File: src/rtl/bus_pkg.sv
// ============================================================================
// Module   : bus_pkg
// Purpose  : Shared types and bus widths for the core memory bus arbiter.
// Revision : 1.0 - initial release
// ============================================================================
`default_nettype none

package bus_pkg;

    localparam int BUS_AW = 32;
    localparam int BUS_DW = 32;
    localparam int BUS_MW = 4;

    typedef enum logic [1:0] {
        IDLE    = 2'd0,
        BUSY_IF = 2'd1,
        BUSY_D  = 2'd2
    } arb_state_t;

    typedef enum logic {
        REQ_IF = 1'b0,
        REQ_D  = 1'b1
    } req_id_t;

endpackage

`default_nettype wire

File: src/rtl/bus_arbiter.sv
// ============================================================================
// Module   : bus_arbiter
// Purpose  : Round-robin arbiter sharing one memory bus between fetch and LSU.
// Revision : 1.0 - initial release
// ============================================================================
`default_nettype none

module bus_arbiter
    import bus_pkg::*;
#(
    parameter int TIMEOUT = 255,
    parameter int CNT_W   = 16
) (
    input  logic              clk,
    input  logic              rst_n,
    input  logic              if_req_valid,
    output logic              if_req_ready,
    input  logic [BUS_AW-1:0] if_req_addr,
    output logic              if_res_valid,
    output logic [BUS_DW-1:0] if_res_data,
    output logic              if_res_err,
    input  logic              d_req_valid,
    output logic              d_req_ready,
    input  logic              d_req_we,
    input  logic [BUS_AW-1:0] d_req_addr,
    input  logic [BUS_DW-1:0] d_req_wdata,
    input  logic [BUS_MW-1:0] d_req_mask,
    output logic              d_res_valid,
    output logic [BUS_DW-1:0] d_res_data,
    output logic              d_res_err,
    input  logic              i_bus_rd_valid,
    input  logic              i_bus_wr_valid,
    input  logic [BUS_DW-1:0] i_bus_data,
    output logic              o_bus_rd,
    output logic              o_bus_wr,
    output logic [BUS_AW-1:0] o_bus_addr,
    output logic [BUS_MW-1:0] o_bus_wrmask,
    output logic [BUS_DW-1:0] o_bus_data
);

    arb_state_t        r_state,      w_state_nxt;
    req_id_t           r_last_grant, w_last_grant_nxt;
    logic [CNT_W-1:0]  r_cnt,        w_cnt_nxt;
    logic              r_is_write,   w_is_write_nxt;

    logic              w_bus_rd_nxt, w_bus_wr_nxt;
    logic [BUS_AW-1:0] w_bus_addr_nxt;
    logic [BUS_MW-1:0] w_bus_wrmask_nxt;
    logic [BUS_DW-1:0] w_bus_data_nxt;
    logic              w_if_res_valid_nxt, w_if_res_err_nxt;
    logic [BUS_DW-1:0] w_if_res_data_nxt;
    logic              w_d_res_valid_nxt, w_d_res_err_nxt;
    logic [BUS_DW-1:0] w_d_res_data_nxt;

    logic              w_sel_if, w_sel_d, w_done, w_timeout;
    logic [BUS_DW-1:0] w_rsp_data;

    // On a tie the port that did not win last time is chosen.
    assign w_sel_if = if_req_valid && (!d_req_valid || (r_last_grant == REQ_D));
    assign w_sel_d  = d_req_valid  && (!if_req_valid || (r_last_grant == REQ_IF));

    // Gated by rst_n so ready stays low while reset is held.
    assign if_req_ready = rst_n && (r_state == IDLE) && w_sel_if;
    assign d_req_ready  = rst_n && (r_state == IDLE) && w_sel_d;

    assign w_done     = r_is_write ? i_bus_wr_valid : i_bus_rd_valid;
    assign w_timeout  = (r_cnt == CNT_W'(TIMEOUT - 1)) && !w_done;
    assign w_rsp_data = (w_done && !r_is_write) ? i_bus_data : '0;

    always_comb begin
        w_state_nxt        = r_state;
        w_last_grant_nxt   = r_last_grant;
        w_cnt_nxt          = r_cnt;
        w_is_write_nxt     = r_is_write;
        w_bus_rd_nxt       = o_bus_rd;
        w_bus_wr_nxt       = o_bus_wr;
        w_bus_addr_nxt     = o_bus_addr;
        w_bus_wrmask_nxt   = o_bus_wrmask;
        w_bus_data_nxt     = o_bus_data;
        w_if_res_valid_nxt = 1'b0;
        w_if_res_data_nxt  = '0;
        w_if_res_err_nxt   = 1'b0;
        w_d_res_valid_nxt  = 1'b0;
        w_d_res_data_nxt   = '0;
        w_d_res_err_nxt    = 1'b0;

        case (r_state)
            IDLE: begin
                if (w_sel_if) begin
                    w_state_nxt      = BUSY_IF;
                    w_last_grant_nxt = REQ_IF;
                    w_cnt_nxt        = '0;
                    w_is_write_nxt   = 1'b0;
                    w_bus_rd_nxt     = 1'b1;
                    w_bus_wr_nxt     = 1'b0;
                    w_bus_addr_nxt   = if_req_addr;
                    w_bus_wrmask_nxt = '0;
                    w_bus_data_nxt   = '0;
                end else if (w_sel_d) begin
                    w_state_nxt      = BUSY_D;
                    w_last_grant_nxt = REQ_D;
                    w_cnt_nxt        = '0;
                    w_is_write_nxt   = d_req_we;
                    w_bus_rd_nxt     = !d_req_we;
                    w_bus_wr_nxt     = d_req_we;
                    w_bus_addr_nxt   = d_req_addr;
                    w_bus_wrmask_nxt = d_req_we ? d_req_mask  : '0;
                    w_bus_data_nxt   = d_req_we ? d_req_wdata : '0;
                end
            end
            BUSY_IF, BUSY_D: begin
                w_cnt_nxt = r_cnt + CNT_W'(1);
                // Completion takes precedence over a simultaneous timeout.
                if (w_done || w_timeout) begin
                    w_state_nxt      = IDLE;
                    w_bus_rd_nxt     = 1'b0;
                    w_bus_wr_nxt     = 1'b0;
                    w_bus_addr_nxt   = '0;
                    w_bus_wrmask_nxt = '0;
                    w_bus_data_nxt   = '0;
                    if (r_state == BUSY_IF) begin
                        w_if_res_valid_nxt = 1'b1;
                        w_if_res_data_nxt  = w_rsp_data;
                        w_if_res_err_nxt   = !w_done;
                    end else begin
                        w_d_res_valid_nxt  = 1'b1;
                        w_d_res_data_nxt   = w_rsp_data;
                        w_d_res_err_nxt    = !w_done;
                    end
                end
            end
            default: w_state_nxt = IDLE;
        endcase
    end

    always_ff @(posedge clk or negedge rst_n) begin
        if (!rst_n) begin
            r_state      <= IDLE;
            r_last_grant <= REQ_D;
            r_cnt        <= '0;
            r_is_write   <= 1'b0;
            o_bus_rd     <= 1'b0;
            o_bus_wr     <= 1'b0;
            o_bus_addr   <= '0;
            o_bus_wrmask <= '0;
            o_bus_data   <= '0;
            if_res_valid <= 1'b0;
            if_res_data  <= '0;
            if_res_err   <= 1'b0;
            d_res_valid  <= 1'b0;
            d_res_data   <= '0;
            d_res_err    <= 1'b0;
        end else begin
            r_state      <= w_state_nxt;
            r_last_grant <= w_last_grant_nxt;
            r_cnt        <= w_cnt_nxt;
            r_is_write   <= w_is_write_nxt;
            o_bus_rd     <= w_bus_rd_nxt;
            o_bus_wr     <= w_bus_wr_nxt;
            o_bus_addr   <= w_bus_addr_nxt;
            o_bus_wrmask <= w_bus_wrmask_nxt;
            o_bus_data   <= w_bus_data_nxt;
            if_res_valid <= w_if_res_valid_nxt;
            if_res_data  <= w_if_res_data_nxt;
            if_res_err   <= w_if_res_err_nxt;
            d_res_valid  <= w_d_res_valid_nxt;
            d_res_data   <= w_d_res_data_nxt;
            d_res_err    <= w_d_res_err_nxt;
        end
    end

endmodule

`default_nettype wire

File: config.mk
export PLATFORM = sky130hd
export DESIGN_NAME = bus_arbiter
export DESIGN_NICKNAME = d
export VERILOG_FILES = /design/src/rtl/bus_pkg.sv /design/src/rtl/bus_arbiter.sv
export SDC_FILE = /design/constraint.sdc
export NUM_CORES = 1
export LEC_CHECK = 0
export CELL_PAD_IN_SITES_DETAIL_PLACEMENT = 1
export CELL_PAD_IN_SITES_GLOBAL_PLACEMENT = 1
export CORE_MARGIN = 2
export CORE_UTILIZATION = 32
export CTS_CLUSTER_DIAMETER = 80
export DETAILED_ROUTE_END_ITERATION = 8
export PLACE_DENSITY_LB_ADDON = 0.1
export SYNTH_ARGS = -nofsm -noshare
export SYNTH_HDL_FRONTEND = slang
export SYNTH_SLANG_ARGS = --single-unit
File: constraint.sdc
create_clock -name clk -period 2.6 [get_ports clk]
set_input_delay 0.52 -clock clk [delete_from_list [all_inputs] [get_ports clk]]
set_output_delay 0.52 -clock clk [all_outputs]
set_load 0.02 [all_outputs]
# Word level (Yosys, flattened, before mapping)
# Index checks and enable logic that the tools add are counted.
# classes
muxes,49
eq_ne,5
n_lt_le_gt_ge,0
n_shift,0
mul,0
bitwise,1
add_sub_neg,1
n_div,0
reduce_logical,23
# ops
cell,n
32-bit 2-to-1 mux,13
32-bit case mux with 2 select lines,2
16-bit 2-to-1 mux,2
16-bit case mux with 2 select lines,1
1-bit 2-to-1 mux,20
16-bit by 1-bit adder with 16-bit output (second input constant),1
16-bit by 8-bit == test with 1-bit output (second input constant),1
4-bit 2-to-1 mux,4
4-bit case mux with 2 select lines,1
1-bit logical AND,7
2-bit 2-to-1 mux,3
2-bit AND reduction,3
1-bit zero test,5
1-bit case mux with 2 select lines,2
2-bit case mux with 2 select lines,1
2-bit nonzero test,2
1-bit logical OR,3
3-bit inequality test (second input constant),1
3-bit AND reduction,1
2-bit by 1-bit == test with 1-bit output (second input constant),1
2-bit == test (second input constant),1
2-bit zero test,1
2-bit inequality test (second input constant),1
2-bit OR reduction,1
1-bit inverter,1
# word_totals
in_bits,139
ff_bits,158
romBits,0
memories,0
word_cells,94
latch_bits,0
ramBits,0

# Longest topological paths before layout
# depth
ltp_word,6
mapped_depth,9
mapped_depth_nobuf,6

# Least setup slack after synthesis
# Ideal clock, no wire load.
# synth_path
kind,register to register
startpoint,reg r_cnt[0]
endpoint,reg o_bus_data[28]
synth_period_minus_slack_ns,2.124
path_stages_with_launch,8
arrival_ns,2.003
setup_ns,0.121
path_buffers,1
required_ns,2.479
path_slack_ns,0.476
cell_sequence,dfrtp_1 -> inv_1 -> ha_1 -> or4b_4 -> nor4_4 -> o21ai_2 -> buf_6 -> a22o_1
# synth_via
elab_chain_cells,5
# synth_lines
element,line_no,text
start: declaration,bus_arbiter.sv:43,"logic [CNT_W-1:0] r_cnt, w_cnt_nxt;"
start signal: assignment,bus_arbiter.sv:156,r_cnt <= w_cnt_nxt;
16-bit by 8-bit == test with 1-bit output,bus_arbiter.sv:67,assign w_timeout = (r_cnt == CNT_W'(TIMEOUT - 1)) && !w_done;
1-bit logical AND,bus_arbiter.sv:67,
1-bit logical OR,bus_arbiter.sv:114,if (w_done || w_timeout) begin
2-bit inequality test (no line),--,
3-bit AND reduction (no line),--,
end signal: assignment,bus_arbiter.sv:162,o_bus_data <= w_bus_data_nxt;
end: declaration,bus_arbiter.sv:38,output logic [BUS_DW-1:0] o_bus_data
# No other way between the ends.
# A chain may end at the register's enable or synchronous reset.

# Worst setup path after layout
# layout_path
startpoint,reg r_state[0]
endpoint,reg o_bus_addr[7]
# layout_via
elab_chain_cells,4
word_cells_on_any_way,9
cone_classes,eq/ne (4); mux (1); reduce/logical (4)
# layout_lines
element,line_no,text
start: declaration,bus_arbiter.sv:41,"arb_state_t r_state, w_state_nxt;"
start signal: assignment,bus_arbiter.sv:154,r_state <= w_state_nxt;
2-bit by 1-bit == test with 1-bit output / 2-bit == test (equally long branches),bus_arbiter.sv:87,case (r_state)
2-bit OR reduction,bus_arbiter.sv:87,
2-bit inequality test (no line) / 2-bit nonzero test (equally long branches),--,
3-bit AND reduction (no line),--,
end signal: assignment,bus_arbiter.sv:160,o_bus_addr <= w_bus_addr_nxt;
end: declaration,bus_arbiter.sv:36,"output logic [BUS_AW-1:0] o_bus_addr,"
# Several ways; a longest one is shown, not always the timed one.

==> results.json <==
{
  "groute.usage.overall_pct": 19.5,
  "core_area_sq_mm": 0.0188,
  "worstSetupEndpointType": "flop",
  "crit_type": "reg2reg",
  "fin_nets": 905,
  "rsz0062_at_grt": "false",
  "fp.dieW_um": 143,
  "synth-seq-area-share_pct": 64.2,
  "grt_pass1_vias": 5465,
  "fin_crit_ps": 2390,
  "grt_max_degree": 67,
  "cts.sinks": 158,
  "drc": 0,
  "clkTransAtPathRegs_ps": 70,
  "syn-cell-area_sq_mm": 0.00616,
  "seq_area_sq_mm": 0.00396,
  "layout-drive-gt1-share_pct": 7.61,
  "viasPerCell": 4.79,
  "cts_root_buf": "clkbuf_16",
  "rr_worst_depth": 7,
  "hold_buffers": 0,
  "required_ps": 2950,
  "overflow": 0,
  "yosys_warnings": 0,
  "timing.rr.end": "o_bus_addr[7]$_DFFE_PN0P_",
  "p_comb_share_pct": 44.0,
  "dr.first_iter.drc_count": 172,
  "dpl.hpwl_um": 14400,
  "ant_nets": 0,
  "synthTopCellsByArea": "dfrtp_1, and2_1, mux2i_1, a22o_1, o2bb2ai_1",
  "p_seq_share_pct": 32.8,
  "cts_buffer_depth": 2,
  "antenna_found_initial": 1,
  "wl_per_cell_um": 19.0,
  "drv_slew": 0,
  "path_max_fanout": 27,
  "cts_made_buffers": 17,
  "swShare_pct": 37.0,
  "max_freq_mhz": 419,
  "fin_ws_ps": 214,
  "status": "finished, final reports clean",
  "reg2reg_slack_ps": 210,
  "p_per_area_mw_per_mm2": 1060,
  "clkPwrFrac_pct": 23.1,
  "cts_tree": "done",
  "fin_setup_tns_ps": 0,
  "die_h_um": 143,
  "post-cts-setup-buffer-count": 0,
  "htree_levels": 4,
  "finalCritPeriodShare_pct": 91.8,
  "synth_area_leader_cell": "dfrtp_1",
  "drv_cap": 0,
  "routed_wl_um": 19700,
  "dp_slack_ps": 80.1,
  "peakVddDrop_uv": 540,
  "r2r-start": "r_state[0]$_DFFE_PN0P_",
  "synth_top_cell_area_share_pct": 63.8,
  "vias": 4958,
  "rows": 50,
  "io_pins": 279,
  "clock_skew_ps": 12.5,
  "final_core_util_pct": 52.8,
  "syn_nets": 616,
  "internal_power_mw": 6.61,
  "hold_violations": 0,
  "crit_arrival_ps": 2730,
  "total_power_mw": 10.5,
  "slew_headroom_pct": 45.4,
  "clk_latency_ps": 430,
  "yosysUniqueCellTypes": 39,
  "avgSynthCellArea_sq_um": 13.0,
  "switchingPower_mw": 3.89,
  "antenna_cells": 0,
  "syn_inst": 473,
  "fin_area_sq_mm": 0.00994,
  "drtPass1Iterations": 6,
  "multi_input_area_sq_mm": 0.00204,
  "synth_seq_cells": 158,
  "gp_congestion": 0.748,
  "timing.hold.ws_ps": 168,
  "leakage_nw": 4.45,
  "dieArea_sq_mm": 0.0204,
  "fillers": 1911,
  "worstHoldPathType": "in2async",
  "tightest_slew_ps": 819,
  "fin_cells": 1035,
  "setup_viol": 0,
  "initial_core_util_pct": 32.7,
  "postPlaceCellArea_sq_mm": 0.00937,
  "grt_pass1_wl_um": 30100,
  "port_buffers": 278,
  "dp.cells": 1003,
  "area_growth_pct": 61.3,
  "worstSetupStartpointType": "flop"
}
## power by group through the flow
| stage | clock network [mW] | registers (mW) | logic [mW] |
|---|---|---|---|
| detailed placement | 0 | 3.48 | 4.69 |
| finish | 2.43 | 3.45 | 4.63 |
| global route | 2.60 | 3.52 | 4.96 |
| floorplan | 0 | 4.14 | 1.69 |
| global placement | 0 | 3.47 | 4.54 |
| CTS | 2.50 | 3.45 | 4.71 |
## state kept, by name, indices dropped and copies added, names as in the netlist
name,count
r_last_grant,1
d_res_data,32
r_is_write,1
o_bus_addr,32
if_res_data,32
o_bus_data,32
o_bus_wr,1
r_cnt,16
d_res_valid,1
if_res_err,1
o_bus_wrmask,4
r_state,2
d_res_err,1
o_bus_rd,1
if_res_valid,1
## metal layers
metal / vias to the layer above / track usage (%) / part of all wire [%]
li1: 2261 / - / -
met1: 2492 / 22.6 / 40
met2: 176 / 32.1 / 49
met3: 29 / 9.02 / 9.2
met4: 0 / 6.67 / 2.2
met5: - / 0 / 0
## critical path, cell delays in order, from the launching register on
cell and delay, ps:
dfrtp_1 380, inv_1 70, ha_1 550, inv_1 230, a211o_1 390, o21ai_4 320, buf_12 220, o2bb2ai_1 130
## synth_stat cells, drive strengths merged
| cell | n |
|---|---|
| a2111o | 1 |
| ha | 4 |
| a2111oi | 2 |
| a21oi | 12 |
| dfrtp | 157 |
| o21ai | 15 |
| nand4 | 2 |
| a22o | 37 |
| nand2 | 10 |
| o31ai | 2 |
| mux2i | 33 |
| nand4bb | 1 |
| or4b | 1 |
| a32o | 2 |
| nor2 | 12 |
| nand2b | 2 |
| a21o | 3 |
| clkbuf | 18 |
| inv | 11 |
| a211o | 2 |
| nor3 | 3 |
| a2bb2oi | 1 |
| or3 | 7 |
| dfstp | 1 |
| o31a | 1 |
| nor2b | 2 |
| nand3 | 7 |
| and2 | 65 |
| a31oi | 2 |
| nor4 | 1 |
| xnor2 | 6 |
| a211oi | 1 |
| buf | 12 |
| and3 | 4 |
| o2bb2ai | 32 |
| or4 | 1 |
## final cells by class
class                   count  share of cell area, %
flip-flops and latches    158                   39.8
well taps                 260                   3.27
inverters                  11                  0.415
clock buffers              19                   4.46
multi-input cells         274                   20.5
clock inverters            13                   1.30
repair buffers            300                   30.3
## cell usage in the layout (no fill, tap or decap), types with 6 or more instances in the layout
master	instances
o2bb2ai_1	32
dfrtp_1	157
inv_1	11
and2_1	65
buf_4	17
nor2_1	12
nand3_1	7
xnor2_1	6
or3_1	7
clkdlybuf4s50_1	275
clkbuf_16	17
a22o_1	37
mux2i_1	33
o21ai_0	13
nand2_1	10
a21oi_1	12
## worst max path at each step
| stage | start | endpoint | slack [ps] | cells after the start |
|---|---|---|---|---|
| after floorplan | r_cnt[0]$_DFFE_PN0P_ | o_bus_data[28]$_DFFE_PN0P_ | 480 | 7 |
| after CTS | d_req_valid | if_req_ready | 90 | 6 |
| final | r_state[0]$_DFFE_PN0P_ | o_bus_addr[7]$_DFFE_PN0P_ | 210 | 7 |
| after global placement | d_req_valid | if_req_ready | 110 | 6 |
| after detailed placement | if_req_valid | r_cnt[14]$_DFFE_PN0P_ | 80 | 7 |
| after global routing | r_state[0]$_DFFE_PN0P_ | o_bus_addr[18]$_DFFE_PN0P_ | 20 | 7 |
## cells by family after synthesis
group,count (synthesis),synth area share [%]
fa+ha+maj,4,0.812
buf+inv,41,3.09
simple gates,118,11.3
flops,158,64.2
compound gates,113,14.4
xor+xnor,6,0.853
mux,33,5.36
## timing repair
| item | CTS | global route |
|---|---|---|
| resized for setup | 1 | 1 |
| gates cloned | 0 | 0 |
| setup endpoints to repair | 1 | 1 |
| pin swaps | 0 | 0 |
No activity file was read; power rests on OpenSTA's default activity.
